### config.mk
export PLATFORM = sky130hd
export DESIGN_NAME = id_hazard_ctrl_flat
export DESIGN_NICKNAME = d
export VERILOG_FILES = /design/src/rtl/id_hazard_if.sv /design/src/rtl/id_hazard_ctrl.sv /design/src/flat_wrapper.sv
export SDC_FILE = /design/constraint.sdc
export NUM_CORES = 1
export LEC_CHECK = 0
export ABC_AREA = 1
export BUFFER_PORTS_ARGS = -buffer_cell sky130_fd_sc_hd__buf_2
export CAP_MARGIN = 10
export CELL_PAD_IN_SITES_DETAIL_PLACEMENT = 0
export CELL_PAD_IN_SITES_GLOBAL_PLACEMENT = 2
export CORE_MARGIN = 2
export CORE_UTILIZATION = 19
export CTS_CLUSTER_SIZE = 14
export DETAILED_ROUTE_END_ITERATION = 6
export PLACE_DENSITY = 0.79
export REMOVE_ABC_BUFFERS = 1
export SLEW_MARGIN = 30
export SYNTH_ARGS = -nofsm -noshare
export SYNTH_HDL_FRONTEND = slang
export SYNTH_SLANG_ARGS = --single-unit
### constraint.sdc
create_clock -name clk -period 1.8 [get_ports clk]
set_clock_uncertainty 0.15 [all_clocks]
set_input_delay 0.45 -clock clk [delete_from_list [all_inputs] [get_ports clk]]
set_output_delay 0.45 -clock clk [all_outputs]
set_load 0.005 [all_outputs]
### src/rtl/id_hazard_if.sv
// Signal bundle between the pipeline datapath and id_hazard_ctrl: D/E/M/W stage
// status in, stall/flush/forwarding control and mul/div scoreboard state out.
interface id_hazard_if #(
  parameter int REG_AW = 5
);
  logic              instrValidD;
  logic [REG_AW-1:0] rs1AddrD, rs2AddrD, rdD;
  logic              rs1UsedD, rs2UsedD, regWriteEnD, mulDivD;
  logic [REG_AW-1:0] rs1AddrE, rs2AddrE, rdE;
  logic              regWriteEnE, memReadE, branchTakenE;
  logic [REG_AW-1:0] rdM, rdW;
  logic              regWriteEnM, regWriteEnW;
  logic              stallF, stallD, flushD, flushE;
  logic [1:0]        fwdASelE, fwdBSelE;
  logic              mdStartE, mdBusy, mdWbSelW;
  logic [REG_AW-1:0] mdRd;
  logic [31:0]       perfStallCnt, perfFlushCnt;

  modport master (
    output instrValidD, rs1AddrD, rs2AddrD, rdD, rs1UsedD, rs2UsedD, regWriteEnD, mulDivD,
           rs1AddrE, rs2AddrE, rdE, regWriteEnE, memReadE, branchTakenE,
           rdM, rdW, regWriteEnM, regWriteEnW,
    input  stallF, stallD, flushD, flushE, fwdASelE, fwdBSelE,
           mdStartE, mdBusy, mdWbSelW, mdRd, perfStallCnt, perfFlushCnt
  );

  modport slave (
    input  instrValidD, rs1AddrD, rs2AddrD, rdD, rs1UsedD, rs2UsedD, regWriteEnD, mulDivD,
           rs1AddrE, rs2AddrE, rdE, regWriteEnE, memReadE, branchTakenE,
           rdM, rdW, regWriteEnM, regWriteEnW,
    output stallF, stallD, flushD, flushE, fwdASelE, fwdBSelE,
           mdStartE, mdBusy, mdWbSelW, mdRd, perfStallCnt, perfFlushCnt
  );
endinterface

### src/rtl/id_hazard_ctrl.sv
// ID-stage hazard controller: stalls/flushes, EX forwarding, single-entry mul/div
// scoreboard and W write-port arbitration. Define HAZARD_PERF_EN for perf counters.
module id_hazard_ctrl #(
  parameter int MULDIV_LAT = 8,
  parameter int STARVE_LIM = 4,
  parameter int REG_AW     = 5
) (
  input logic       clk,
  input logic       resetn,
  id_hazard_if.slave hz
);
  localparam int CNT_W  = (MULDIV_LAT > 1) ? $clog2(MULDIV_LAT) : 1;
  localparam int WCNT_W = $clog2(STARVE_LIM + 1) + 1;

  typedef enum logic [1:0] {IDLE, BUSY, WB_REQ} state_t;

  state_t            state, stateNext;
  logic [CNT_W-1:0]  cnt, cntNext;
  logic [WCNT_W-1:0] wcnt, wcntNext;
  logic              busyQ, startQ;
  logic [REG_AW-1:0] rdQ;
  logic              loadUse, sbHaz, structHaz, bubble, anyStall;
  logic              stallInt, issue, grant;
  logic [REG_AW-1:0] wbRd;
  logic              wbEn;

  function automatic logic [1:0] fwdSel(input logic [REG_AW-1:0] src,
                                        input logic mEn, input logic [REG_AW-1:0] mRd,
                                        input logic wEn, input logic [REG_AW-1:0] wRd);
    logic [1:0] sel;
    sel = 2'b00;
    if (src != '0) begin
      if (mEn && (mRd == src))      sel = 2'b10;
      else if (wEn && (wRd == src)) sel = 2'b01;
    end
    return sel;
  endfunction

  // Hazard detection and pipeline control
  always_comb begin
    loadUse   = hz.memReadE & hz.regWriteEnE & (hz.rdE != '0) &
                ((hz.rs1UsedD & (hz.rs1AddrD == hz.rdE)) |
                 (hz.rs2UsedD & (hz.rs2AddrD == hz.rdE)));
    sbHaz     = hz.instrValidD & busyQ & (rdQ != '0) &
                ((hz.rs1UsedD & (hz.rs1AddrD == rdQ)) |
                 (hz.rs2UsedD & (hz.rs2AddrD == rdQ)) |
                 (hz.regWriteEnD & (hz.rdD == rdQ)));
    structHaz = hz.instrValidD & hz.mulDivD & (state != IDLE);
    grant     = (state == WB_REQ) & ~hz.regWriteEnW;
    // Bubbles drain the single-cycle pipe so W eventually frees up for the mul/div result.
    bubble    = (state == WB_REQ) & hz.regWriteEnW & (wcnt >= WCNT_W'(STARVE_LIM));
    anyStall  = loadUse | sbHaz | structHaz | bubble;
    stallInt  = resetn & ~hz.branchTakenE & anyStall;
    issue     = hz.instrValidD & hz.mulDivD & ~stallInt & ~hz.branchTakenE & (state == IDLE);
  end

  assign hz.stallF = stallInt;
  assign hz.stallD = stallInt;
  assign hz.flushD = resetn & hz.branchTakenE;
  assign hz.flushE = resetn & (hz.branchTakenE | anyStall);

  // EX forwarding; W source is whichever unit owns the write port this cycle
  assign wbRd        = grant ? rdQ : hz.rdW;
  assign wbEn        = grant | hz.regWriteEnW;
  assign hz.fwdASelE = fwdSel(hz.rs1AddrE, hz.regWriteEnM, hz.rdM, wbEn, wbRd);
  assign hz.fwdBSelE = fwdSel(hz.rs2AddrE, hz.regWriteEnM, hz.rdM, wbEn, wbRd);

  // Mul/div scoreboard FSM
  always_comb begin
    stateNext = state;
    cntNext   = cnt;
    wcntNext  = wcnt;
    case (state)
      IDLE: begin
        if (issue) begin
          stateNext = BUSY;
          cntNext   = CNT_W'(MULDIV_LAT - 1);
        end
      end
      BUSY: begin
        if (cnt == '0) begin
          stateNext = WB_REQ;
          wcntNext  = '0;
        end else begin
          cntNext = cnt - 1'b1;
        end
      end
      WB_REQ: begin
        if (grant)            stateNext = IDLE;
        else if (wcnt != '1)  wcntNext  = wcnt + 1'b1;
      end
      default: stateNext = IDLE;
    endcase
  end

  always_ff @(posedge clk or negedge resetn) begin
    if (!resetn) begin
      state  <= IDLE;
      cnt    <= '0;
      wcnt   <= '0;
      busyQ  <= 1'b0;
      rdQ    <= '0;
      startQ <= 1'b0;
    end else begin
      state  <= stateNext;
      cnt    <= cntNext;
      wcnt   <= wcntNext;
      startQ <= issue;
      if (issue) begin
        busyQ <= 1'b1;
        rdQ   <= hz.rdD;
      end else if (grant) begin
        busyQ <= 1'b0;
      end
    end
  end

  assign hz.mdBusy   = busyQ;
  assign hz.mdRd     = rdQ;
  assign hz.mdStartE = startQ;
  assign hz.mdWbSelW = grant;

`ifdef HAZARD_PERF_EN
  logic [31:0] stallCnt, flushCnt;

  always_ff @(posedge clk or negedge resetn) begin
    if (!resetn) begin
      stallCnt <= '0;
      flushCnt <= '0;
    end else begin
      if (stallInt)        stallCnt <= stallCnt + 32'd1;
      if (hz.branchTakenE) flushCnt <= flushCnt + 32'd1;
    end
  end

  assign hz.perfStallCnt = stallCnt;
  assign hz.perfFlushCnt = flushCnt;
`else
  assign hz.perfStallCnt = '0;
  assign hz.perfFlushCnt = '0;
`endif
endmodule

### src/flat_wrapper.sv
// flat-port wrapper written by rule: the top's interface ports become plain ports
module id_hazard_ctrl_flat 
#(
  parameter int MULDIV_LAT = 8,
  parameter int STARVE_LIM = 4,
  parameter int REG_AW     = 5
)
  (clk, resetn, hz_instrValidD, hz_rs1AddrD, hz_rs2AddrD, hz_rdD, hz_rs1UsedD, hz_rs2UsedD, hz_regWriteEnD, hz_mulDivD, hz_rs1AddrE, hz_rs2AddrE, hz_rdE, hz_regWriteEnE, hz_memReadE, hz_branchTakenE, hz_rdM, hz_rdW, hz_regWriteEnM, hz_regWriteEnW, hz_stallF, hz_stallD, hz_flushD, hz_flushE, hz_fwdASelE, hz_fwdBSelE, hz_mdStartE, hz_mdBusy, hz_mdWbSelW, hz_mdRd, hz_perfStallCnt, hz_perfFlushCnt);
  id_hazard_if #(.REG_AW(REG_AW)) hz_i ();
  input logic clk;
  input logic resetn;
  input wire logic [$bits(hz_i.instrValidD)-1:0] hz_instrValidD;
  input wire logic [$bits(hz_i.rs1AddrD)-1:0] hz_rs1AddrD;
  input wire logic [$bits(hz_i.rs2AddrD)-1:0] hz_rs2AddrD;
  input wire logic [$bits(hz_i.rdD)-1:0] hz_rdD;
  input wire logic [$bits(hz_i.rs1UsedD)-1:0] hz_rs1UsedD;
  input wire logic [$bits(hz_i.rs2UsedD)-1:0] hz_rs2UsedD;
  input wire logic [$bits(hz_i.regWriteEnD)-1:0] hz_regWriteEnD;
  input wire logic [$bits(hz_i.mulDivD)-1:0] hz_mulDivD;
  input wire logic [$bits(hz_i.rs1AddrE)-1:0] hz_rs1AddrE;
  input wire logic [$bits(hz_i.rs2AddrE)-1:0] hz_rs2AddrE;
  input wire logic [$bits(hz_i.rdE)-1:0] hz_rdE;
  input wire logic [$bits(hz_i.regWriteEnE)-1:0] hz_regWriteEnE;
  input wire logic [$bits(hz_i.memReadE)-1:0] hz_memReadE;
  input wire logic [$bits(hz_i.branchTakenE)-1:0] hz_branchTakenE;
  input wire logic [$bits(hz_i.rdM)-1:0] hz_rdM;
  input wire logic [$bits(hz_i.rdW)-1:0] hz_rdW;
  input wire logic [$bits(hz_i.regWriteEnM)-1:0] hz_regWriteEnM;
  input wire logic [$bits(hz_i.regWriteEnW)-1:0] hz_regWriteEnW;
  output wire logic [$bits(hz_i.stallF)-1:0] hz_stallF;
  output wire logic [$bits(hz_i.stallD)-1:0] hz_stallD;
  output wire logic [$bits(hz_i.flushD)-1:0] hz_flushD;
  output wire logic [$bits(hz_i.flushE)-1:0] hz_flushE;
  output wire logic [$bits(hz_i.fwdASelE)-1:0] hz_fwdASelE;
  output wire logic [$bits(hz_i.fwdBSelE)-1:0] hz_fwdBSelE;
  output wire logic [$bits(hz_i.mdStartE)-1:0] hz_mdStartE;
  output wire logic [$bits(hz_i.mdBusy)-1:0] hz_mdBusy;
  output wire logic [$bits(hz_i.mdWbSelW)-1:0] hz_mdWbSelW;
  output wire logic [$bits(hz_i.mdRd)-1:0] hz_mdRd;
  output wire logic [$bits(hz_i.perfStallCnt)-1:0] hz_perfStallCnt;
  output wire logic [$bits(hz_i.perfFlushCnt)-1:0] hz_perfFlushCnt;
  assign hz_i.instrValidD = hz_instrValidD;
  assign hz_i.rs1AddrD = hz_rs1AddrD;
  assign hz_i.rs2AddrD = hz_rs2AddrD;
  assign hz_i.rdD = hz_rdD;
  assign hz_i.rs1UsedD = hz_rs1UsedD;
  assign hz_i.rs2UsedD = hz_rs2UsedD;
  assign hz_i.regWriteEnD = hz_regWriteEnD;
  assign hz_i.mulDivD = hz_mulDivD;
  assign hz_i.rs1AddrE = hz_rs1AddrE;
  assign hz_i.rs2AddrE = hz_rs2AddrE;
  assign hz_i.rdE = hz_rdE;
  assign hz_i.regWriteEnE = hz_regWriteEnE;
  assign hz_i.memReadE = hz_memReadE;
  assign hz_i.branchTakenE = hz_branchTakenE;
  assign hz_i.rdM = hz_rdM;
  assign hz_i.rdW = hz_rdW;
  assign hz_i.regWriteEnM = hz_regWriteEnM;
  assign hz_i.regWriteEnW = hz_regWriteEnW;
  assign hz_stallF = hz_i.stallF;
  assign hz_stallD = hz_i.stallD;
  assign hz_flushD = hz_i.flushD;
  assign hz_flushE = hz_i.flushE;
  assign hz_fwdASelE = hz_i.fwdASelE;
  assign hz_fwdBSelE = hz_i.fwdBSelE;
  assign hz_mdStartE = hz_i.mdStartE;
  assign hz_mdBusy = hz_i.mdBusy;
  assign hz_mdWbSelW = hz_i.mdWbSelW;
  assign hz_mdRd = hz_i.mdRd;
  assign hz_perfStallCnt = hz_i.perfStallCnt;
  assign hz_perfFlushCnt = hz_i.perfFlushCnt;
  id_hazard_ctrl #(.MULDIV_LAT(MULDIV_LAT), .STARVE_LIM(STARVE_LIM), .REG_AW(REG_AW)) u_core (.clk(clk), .resetn(resetn), .hz(hz_i));
endmodule
# Word-level counts from Yosys, hierarchy flattened
# Index checks and enable logic that the tools add are counted.
# totals
reg_bits	16
memories	0
ram_bits	0
elab_cells	98
rom_bits	0
latch_bits	0
# op_classes
muxes	20
n_addsub	2
div	0
multipliers	0
n_eq_ne	18
magnitude_cmp	1
shift	0
n_bitwise	34
n_reduce_logical	17
# op_table
operator	n
$eq 5x5->1	9
$and 1x1->1	23
$reduce_bool 5->1	4
$mux 2	7
$mux 4	3
$or 1x1->1	8
$pmux 4 s2	1
$reduce_bool 2->1	4
$mux 3	2
$ne 2x1->1 const B	3
$ne 2x2->1 const B	3
$pmux 2 s3	1
$pmux 3 s2	1
$reduce_and 3->1	2
$mux 5	1
$add 4x1->4 const B	1
$ge 4x3->1 const B	1
$logic_and 1x1->1	4
$mux 1	4
$ne 4x4->1 const B	1
$reduce_and 4->1	1
$logic_not 3->1	1
$not 1->1	3
$sub 3x1->3 const B	1
other kinds (3)	3

# Depth between registers and ports, before layout
# Gate-level depths: netlist of the first run.
# logic_depth
ltp_word	15
mapped_depth	14
ltp_nobuf	13

# Worst setup path before layout of the first run
# OpenSTA, ideal clock, no wires.
# synth_timing
path_kind	input-to-output
start	input port hz_regWriteEnW
end	output port hz_fwdBSelE[0]
setup_slack_ns	-0.156
t_required_ns	1.200
path_buffers	1
cell_stages	9
t_arrival_ns	1.356
cell_sequence	inv_1 -> nand2_4 -> buf_6 -> nand2_1 -> o21ai_1 -> nor2_1 -> nor4_1 -> nand4_1 -> nor2_1
# synth_between
elab_chain_len	8
# synth_rtl
item	line_no	rtl
start, declared	flat_wrapper.sv:29	input wire logic [$bits(hz_i.regWriteEnW)-1:0] hz_regWriteEnW;
$not 1->1	id_hazard_ctrl.sv:49	grant = (state == WB_REQ) & ~hz.regWriteEnW;
$and 1x1->1	id_hazard_ctrl.sv:49	
$mux 5	id_hazard_ctrl.sv:63	assign wbRd = grant ? rdQ : hz.rdW;
$eq 5x5->1	id_hazard_ctrl.sv:34	else if (wEn && (wRd == src)) sel = 2'b01;
$logic_and 1x1->1 *	id_hazard_ctrl.sv:34	
$mux 1 *	id_hazard_ctrl.sv:34	
$mux 2 *	id_hazard_ctrl.sv:33	if (mEn && (mRd == src)) sel = 2'b10;
$mux 2 *	id_hazard_ctrl.sv:32	if (src != '0) begin
end, declared	flat_wrapper.sv:35	output wire logic [$bits(hz_i.fwdBSelE)-1:0] hz_fwdBSelE;
# Mark *: on every way between the ends. The rest lies on a longest branch, timed or not.

# Worst setup path after layout of the first run
# layout_timing
start	register u_core.state[0]
end	output port hz_fwdBSelE[0]
# layout_between
elab_chain_len	8
# layout_rtl
item	line_no	rtl
start, declared	id_hazard_ctrl.sv:17	state_t state, stateNext;
start signal, assigned	id_hazard_ctrl.sv:105	state <= stateNext;
$eq 2x2->1 *	id_hazard_ctrl.sv:49	
$and 1x1->1 *	id_hazard_ctrl.sv:49	
$mux 5	id_hazard_ctrl.sv:63	
$eq 5x5->1	id_hazard_ctrl.sv:34	
$logic_and 1x1->1 *	id_hazard_ctrl.sv:34	
$mux 1 *	id_hazard_ctrl.sv:34	
$mux 2 *	id_hazard_ctrl.sv:33	
$mux 2 *	id_hazard_ctrl.sv:32	
# Marks and branches as above.

==> impl_metrics.py, run 1 <==
metrics = {
    "detailed_routing": {
        "dr.first_iter.drc_count": 77,
        "drt_pre_antenna_iters": 4,
        "wire_per_inst_um": 11.14,
        "post-route-drc-count": 0,
        "vias": 2490,
        "via_per_inst": 3.879,
        "wirelength_mm": 7.150,
        "drtAntennaViolNets": 0,
    },
    "global_route": {
        "grt_pass1_wl_mm": 10.97,
        "grt_pass1_vias": 2263,
        "grt_overflow": 0,
        "grt_antenna_before_repair": 0,
        "groute.usage.overall": 0.1077,
        "grt_start_max_net_pins": 17,
    },
    "place": {
        "place.detailed.hpwl_mm": 5.661,
        "dpl_worst_slack_ns": -0.5086,
        "gpl_congestion": 0.7556,
        "dpl_cell_area_sq_um": 2834,
        "port-buffer-count": 67,
    },
    "yosys": {
        "synth.top_cells.by_area": "sky130_fd_sc_hd__buf_4, sky130_fd_sc_hd__dfrtp_1, sky130_fd_sc_hd__nand2_1",
        "yosys_most_used_dff": "sky130_fd_sc_hd__dfrtp_1",
        "synth_cell_types": 32,
        "avgSynthCellArea_sq_um": 6.091,
        "yosys_register_bits": 16,
        "synth_top_area_frac": 0.2207,
        "edff_count_synth": 0,
        "yosysMostFrequentCell": "sky130_fd_sc_hd__nand2_1",
        "async_set_reset_flop_share_out_of_synthesis": 1.000,
        "ys_seq_area_frac": 0.1811,
        "synth_top_area_cell": "sky130_fd_sc_hd__buf_4",
        "synth_top_cells_by_count": "sky130_fd_sc_hd__nand2_1, sky130_fd_sc_hd__buf_4, sky130_fd_sc_hd__inv_1",
        "ys.warnings.count": 0,
        "mappedNetlistArea_sq_um": 2211,
        "syn_inst": 363,
    },
    "sta": {
        "tightestPinTransition_ns": 0.7311,
        "post-route-min-period_ns": 2.405,
        "hold_viol": 0,
        "maxSlewHeadroom": 0.5108,
        "unrepaired_setup_endpoints_after_global_routing": "true",
        "setup_viol_count_final": 21,
        "min_period_over_period": 1.336,
        "final.hold.worst_slack_ns": 0.04433,
        "drv_slew": 0,
        "max_freq_mhz": 415.8,
        "fin_ws_ns": -0.6050,
    },
    "final_layout": {
        "finish.instance_area_sq_um": 3396,
        "area_growth_pct": 53.59,
        "layout-drive-gt1-share": 0.3928,
        "num-fill-cells": 1250,
        "antenna-diode-count": 0,
        "layout.nets": 555,
    },
    "clocking": {
        "clock_tree.root_cell": "sky130_fd_sc_hd__clkbuf_16",
        "cts.sink_count": 16,
        "cts.hold.buffers_added": 0,
        "cts.path.max_buffers": 2,
        "clkLatencyLatePin_ns": 0.25,
        "cts_max_level": 1,
        "path_clk_slew_ns": 0.05,
        "cts_inserted_buffers": 3,
        "tritoncts": "done",
    },
    "worst_setup_path": {
        "timing_worst_setup_path_type": "flop to output pin",
        "worst_setup_path_endpoint": "hz_fwdBSelE[0]",
        "worst-path-stages": 9,
        "setup.reg_to_reg.worst_slack_ns": -0.35,
        "timing.critical_path.from": "u_core.state[0]",
        "worstReg2RegEnd": "u_core.cnt[2]",
        "timing.critical_path.fanout_max": 8,
        "reg2reg_depth": 18,
        "crit_arrival_ns": 1.81,
        "cpLargestDelayFamily": "simple AND/OR/NAND/NOR gates",
        "critPathCaptureType": "output pin",
        "worstSetupStartpointType": "flop",
        "crit_required_ns": 1.20,
        "ordered_list_of_cells_on_the_worst_path": "nor2_4, nand2_4, buf_4, o21ai_4, nor2_1, nor4_2, nand4_1, nor2_1, buf_2",
        "critical_path.reg2reg.startpoint": "u_core.state[1]",
        "max_stage_delay_ns": 0.41,
        "timing.critical_path.slowest_stage_cell": "sky130_fd_sc_hd__dfrtp_1",
        "critPathBufInv": 2,
        "critical-path-top-cell-by-count": "sky130_fd_sc_hd__nor2_1",
    },
    "status": {
        "run_status": "finished with violations",
        "violated_checks": "negative setup slack",
    },
    "power": {
        "pwr_total_mw": 3.063,
        "vdd_ir_drop_max_mv": 0.3860,
        "powerDensity_nw_per_um2": 901.9,
        "power.static_leakage_nw": 1.978,
    },
    "floorplanning": {
        "site_rows": 39,
        "die_height_um": 111.9,
        "num_io_pins": 132,
        "floorplan.die_area_sq_um": 12510,
        "start_util": 0.1945,
        "horizontal_die_dimension_um": 111.9,
        "core_sq_um": 11370,
    },
    "job": {
        "max_cap_viol_count": 0,
    },
    "worst_hold_path": {
        "hold_path_class": "input pin to asynchronous set/reset pin",
    },
}
-- flip-flops by register name, indices dropped and copies added, names as in the netlist --
register            cells
u_core.hz.mdRd          5
u_core.wcnt             4
u_core.cnt              3
u_core.state            2
u_core.hz.mdBusy        1
u_core.hz.mdStartE      1
-- worst min path at each step --
stage                start            endpoint  slack (ns)  cells past startpoint
floorplan           resetn       u_core.cnt[0]       0.004                      0
global placement    resetn  u_core.hz.mdStartE        0.32                      2
detailed placement  resetn  u_core.hz.mdStartE        0.33                      2
CTS                 resetn     u_core.state[0]        0.06                      2
global route        resetn    u_core.hz.mdBusy        0.07                      2
finish              resetn      u_core.wcnt[0]        0.04                      2
-- repair_timing --
item	in CTS	in global routing
resized for setup	54	35
buffers inserted	13	5
pin swaps	16	14
endpoints found under the setup margin	23	24
gates cloned	1	0
endpoints found under the hold margin	0	0
-- cells in the final DEF (no fill, tap or decap), types with 11 or more instances in the layout --
cell	synthesis	layout
sky130_fd_sc_hd__nand2_1	102	92
sky130_fd_sc_hd__buf_2	0	54
sky130_fd_sc_hd__conb_1	1	64
sky130_fd_sc_hd__dfrtp_1	16	15
sky130_fd_sc_hd__buf_4	65	57
sky130_fd_sc_hd__inv_2	7	11
sky130_fd_sc_hd__nand3_1	16	15
sky130_fd_sc_hd__buf_6	2	21
sky130_fd_sc_hd__inv_1	51	42
sky130_fd_sc_hd__nor2_1	32	31
-- through the flow --
| stage | utilization | cells | setup TNS, ns |
|---|---|---|---|
| CTS | 0.2837 | 637 | -5.653 |
| global placement | 0.2493 | 620 | -5.486 |
| detailed placement | 0.2493 | 620 | -5.532 |
| finish | 0.2987 | 642 | -6.692 |
| global route | 0.2987 | 642 | -9.411 |
| floorplan | - | 358 | -0.3295 |
-- area by class of cell --
cell class / count / area [sq um] / area share
Sequential cell: 16 / 401.6 / 0.1183
Clock buffer: 4 / 88.84 / 0.02616
Inverter: 58 / 232.7 / 0.06853
Tap cell: 143 / 178.9 / 0.05269
Timing Repair Buffer: 136 / 1010 / 0.2973
Multi-Input combinational cell: 285 / 1484 / 0.4370
-- cells by family after synthesis --
| group | count (synthesis) | share of synthesized area |
|---|---|---|
| XOR/XNOR | 6 | 0.02377 |
| adder cells (fa/ha/maj) | 3 | 0.01698 |
| AO/OA/AOI/OAI | 43 | 0.1183 |
| AND/OR/NAND/NOR | 168 | 0.3198 |
| buffers and inverters | 126 | 0.3384 |
| other | 1 | 0.001696 |
| flip-flops | 16 | 0.1811 |
-- report_power, final --
group / internal [mW] / switching [mW]
Clock: 0.338 / 0.149
Combinational: 0.941 / 0.977
Sequential: 0.514 / 0.143
-- routing by layer --
metal / share of wire / track usage
met1: 0.46 / 0.1411
met2: 0.49 / 0.1883
met3: 0.046 / 0.01579
met4: 0.0069 / 0.02222
met5: 0 / 0
Note: power is estimated with default switching activity, not from simulation.
==> inputs of run 2 (changes only) <==
- PLACE_DENSITY: 0.79 -> 0.82
==> run 2 against run 1 <==
The flow still finishes with violations (negative setup slack). First-iteration DRC count is 10% higher. Register-to-register slack better by 0.10 ns. Sequential cell count is the same. Global-route usage rose by 0.70 points. Clock-buffer cell count shrank 1. Critical path depth unchanged. Design area fell by 3.6%. Largest power group unchanged. Highest routed layer unchanged.
==> impl_metrics.py, run 2 (synthesis gave the netlist of run 1 again) <==
metrics = {
    "floorplanning": {
        "horizontal_die_dimension_um": 111.9,
        "die_height_um": 111.9,
        "floorplan.die_area_sq_um": 12510,
        "num_io_pins": 132,
        "start_util": 0.1945,
        "site_rows": 39,
        "core_sq_um": 11370,
    },
    "final_layout": {
        "antenna-diode-count": 0,
        "commonest_non_fill_non_tap_cell_in_the_layout": "sky130_fd_sc_hd__nand2_1",
        "layout.nets": 547,
        "most-common-layout-cells": "sky130_fd_sc_hd__nand2_1, sky130_fd_sc_hd__conb_1, sky130_fd_sc_hd__buf_2, sky130_fd_sc_hd__buf_4, sky130_fd_sc_hd__inv_1",
        "layout-drive-gt1-share": 0.3796,
        "area_growth_pct": 48.05,
        "largest_register_ffs": 5,
    },
    "sta": {
        "post-route-min-period_ns": 2.389,
        "max_freq_mhz": 418.6,
        "final.hold.worst_slack_ns": 0.05137,
        "tns_ns": -5.213,
        "unrepaired_setup_endpoints_after_global_routing": "true",
        "fin_ws_ns": -0.5891,
        "setup_viol_count_final": 21,
        "hold_viol": 0,
        "drv_slew": 0,
        "min_period_over_period": 1.327,
    },
    "detailed_routing": {
        "wirelength_mm": 7.218,
        "via_per_inst": 3.889,
        "wire_per_inst_um": 11.40,
        "drtAntennaViolNets": 0,
        "drt_pre_antenna_iters": 4,
        "dr.first_iter.drc_count": 85,
        "vias": 2462,
        "post-route-drc-count": 0,
    },
    "worst_setup_path": {
        "worstSetupStartpointType": "flop",
        "timing.critical_path.fanout_max": 6,
        "crit_required_ns": 1.20,
        "critPathCaptureType": "output pin",
        "timing_worst_setup_path_type": "flop to output pin",
        "crit_arrival_ns": 1.79,
    },
    "global_route": {
        "grt_overflow": 0,
        "grt_pass1_wl_mm": 11.79,
        "grt_start_max_net_pins": 17,
        "groute.usage.overall": 0.1147,
        "grt_antenna_before_repair": 0,
        "grt_pass1_vias": 2386,
    },
    "power": {
        "pwr_total_mw": 2.840,
        "internal_power_mw": 1.633,
        "power.share.sequential": 0.233,
        "powerDensity_nw_per_um2": 867.6,
        "vdd_ir_drop_max_mv": 0.4207,
        "p_sw_frac": 0.4249,
        "power.static_leakage_nw": 1.909,
        "reported_net_switching_power_mw": 1.207,
        "comb_pwr_share": 0.617,
        "power.clock.fraction": 0.151,
    },
    "clocking": {
        "clock_tree.root_cell": "sky130_fd_sc_hd__clkbuf_16",
        "path_clk_slew_ns": 0.05,
        "cts.hold.buffers_added": 0,
        "cts_max_level": 1,
        "clkLatencyLatePin_ns": 0.24,
        "cts_inserted_buffers": 3,
        "cts.path.max_buffers": 2,
        "tritoncts": "done",
        "cts.sink_count": 16,
    },
    "place": {
        "place.detailed.hpwl_mm": 5.683,
        "dpl_worst_slack_ns": -0.4886,
        "port-buffer-count": 67,
        "gpl_congestion": 0.7960,
    },
    "status": {
        "violated_checks": "negative setup slack",
        "run_status": "finished with violations",
    },
    "job": {
        "max_cap_viol_count": 0,
    },
    "worst_hold_path": {
        "hold_path_class": "input pin to asynchronous set/reset pin",
    },
}
-- run 2: power by group through the flow --
stage	registers, mW	logic, mW	clock network (mW)
global placement	0.650	1.50	0
detailed placement	0.658	1.52	0
CTS	0.655	1.70	0.438
floorplan	0.659	0.754	0
finish	0.660	1.75	0.429
global route	0.689	1.98	0.457
-- run 2: worst max-delay path, cell delays in order, from the launching register on --
cell and delay, ns:
sky130_fd_sc_hd__dfrtp_1 0.40, sky130_fd_sc_hd__nor2_4 0.18, sky130_fd_sc_hd__nand2_4 0.11, sky130_fd_sc_hd__nand2_1 0.06, sky130_fd_sc_hd__o21ai_0 0.07, sky130_fd_sc_hd__buf_4 0.15
sky130_fd_sc_hd__or2_2 0.27, sky130_fd_sc_hd__o2111ai_1 0.10, sky130_fd_sc_hd__nor2_2 0.07, sky130_fd_sc_hd__buf_2 0.13
-- run 2: metrics by stage --
stage                     cells  cell area, sq um    util
final                       633              3273  0.2879
after global routing        633              3273  0.2879
after CTS                   632              3177  0.2794
after detailed placement    617              2811  0.2473
after global placement      617              2811  0.2473
after floorplan             358              1917       -
-- run 2: metal layers --
layer  track usage  vias to the layer above  routed length, um  share of wire
met5             0                        -                  0              0
met4       0.01893                        0                 82          0.011
met3       0.01688                        6                387          0.054
met2        0.2004                       85               3413           0.47
met1        0.1522                     1107               3335           0.46
li1              -                     1264                  -              -
-- run 2: repair_timing --
item	CTS	global route
cloned	2	0
setup buffers	10	2
resized for setup	55	29
pin swaps	17	14
endpoints found under the setup margin	21	24
-- run 2: path summary, 6_finish.rpt --
check,start,endpoint,slack [ns],cells past startpoint
max in group asynchronous,resetn,u_core.hz.mdRd[3],1.24,2
min in group clk,hz_rdD[2],u_core.hz.mdRd[2],0.33,3
max,u_core.state[0],hz_fwdBSelE[0],-0.59,9
max reg2reg,u_core.state[0],u_core.cnt[0],-0.25,15
min reg2reg,u_core.cnt[2],u_core.cnt[2],0.37,2
min,resetn,u_core.cnt[0],0.05,2
-- run 2: area by class of cell --
type,count,area [sq um]
fill,1280,8097
multi-input combinational,286,1479
timing repair buffer,127,895.9
sequential,16,401.6
inverter,58,242.7
tap,143,178.9
clock buffer,3,75.07
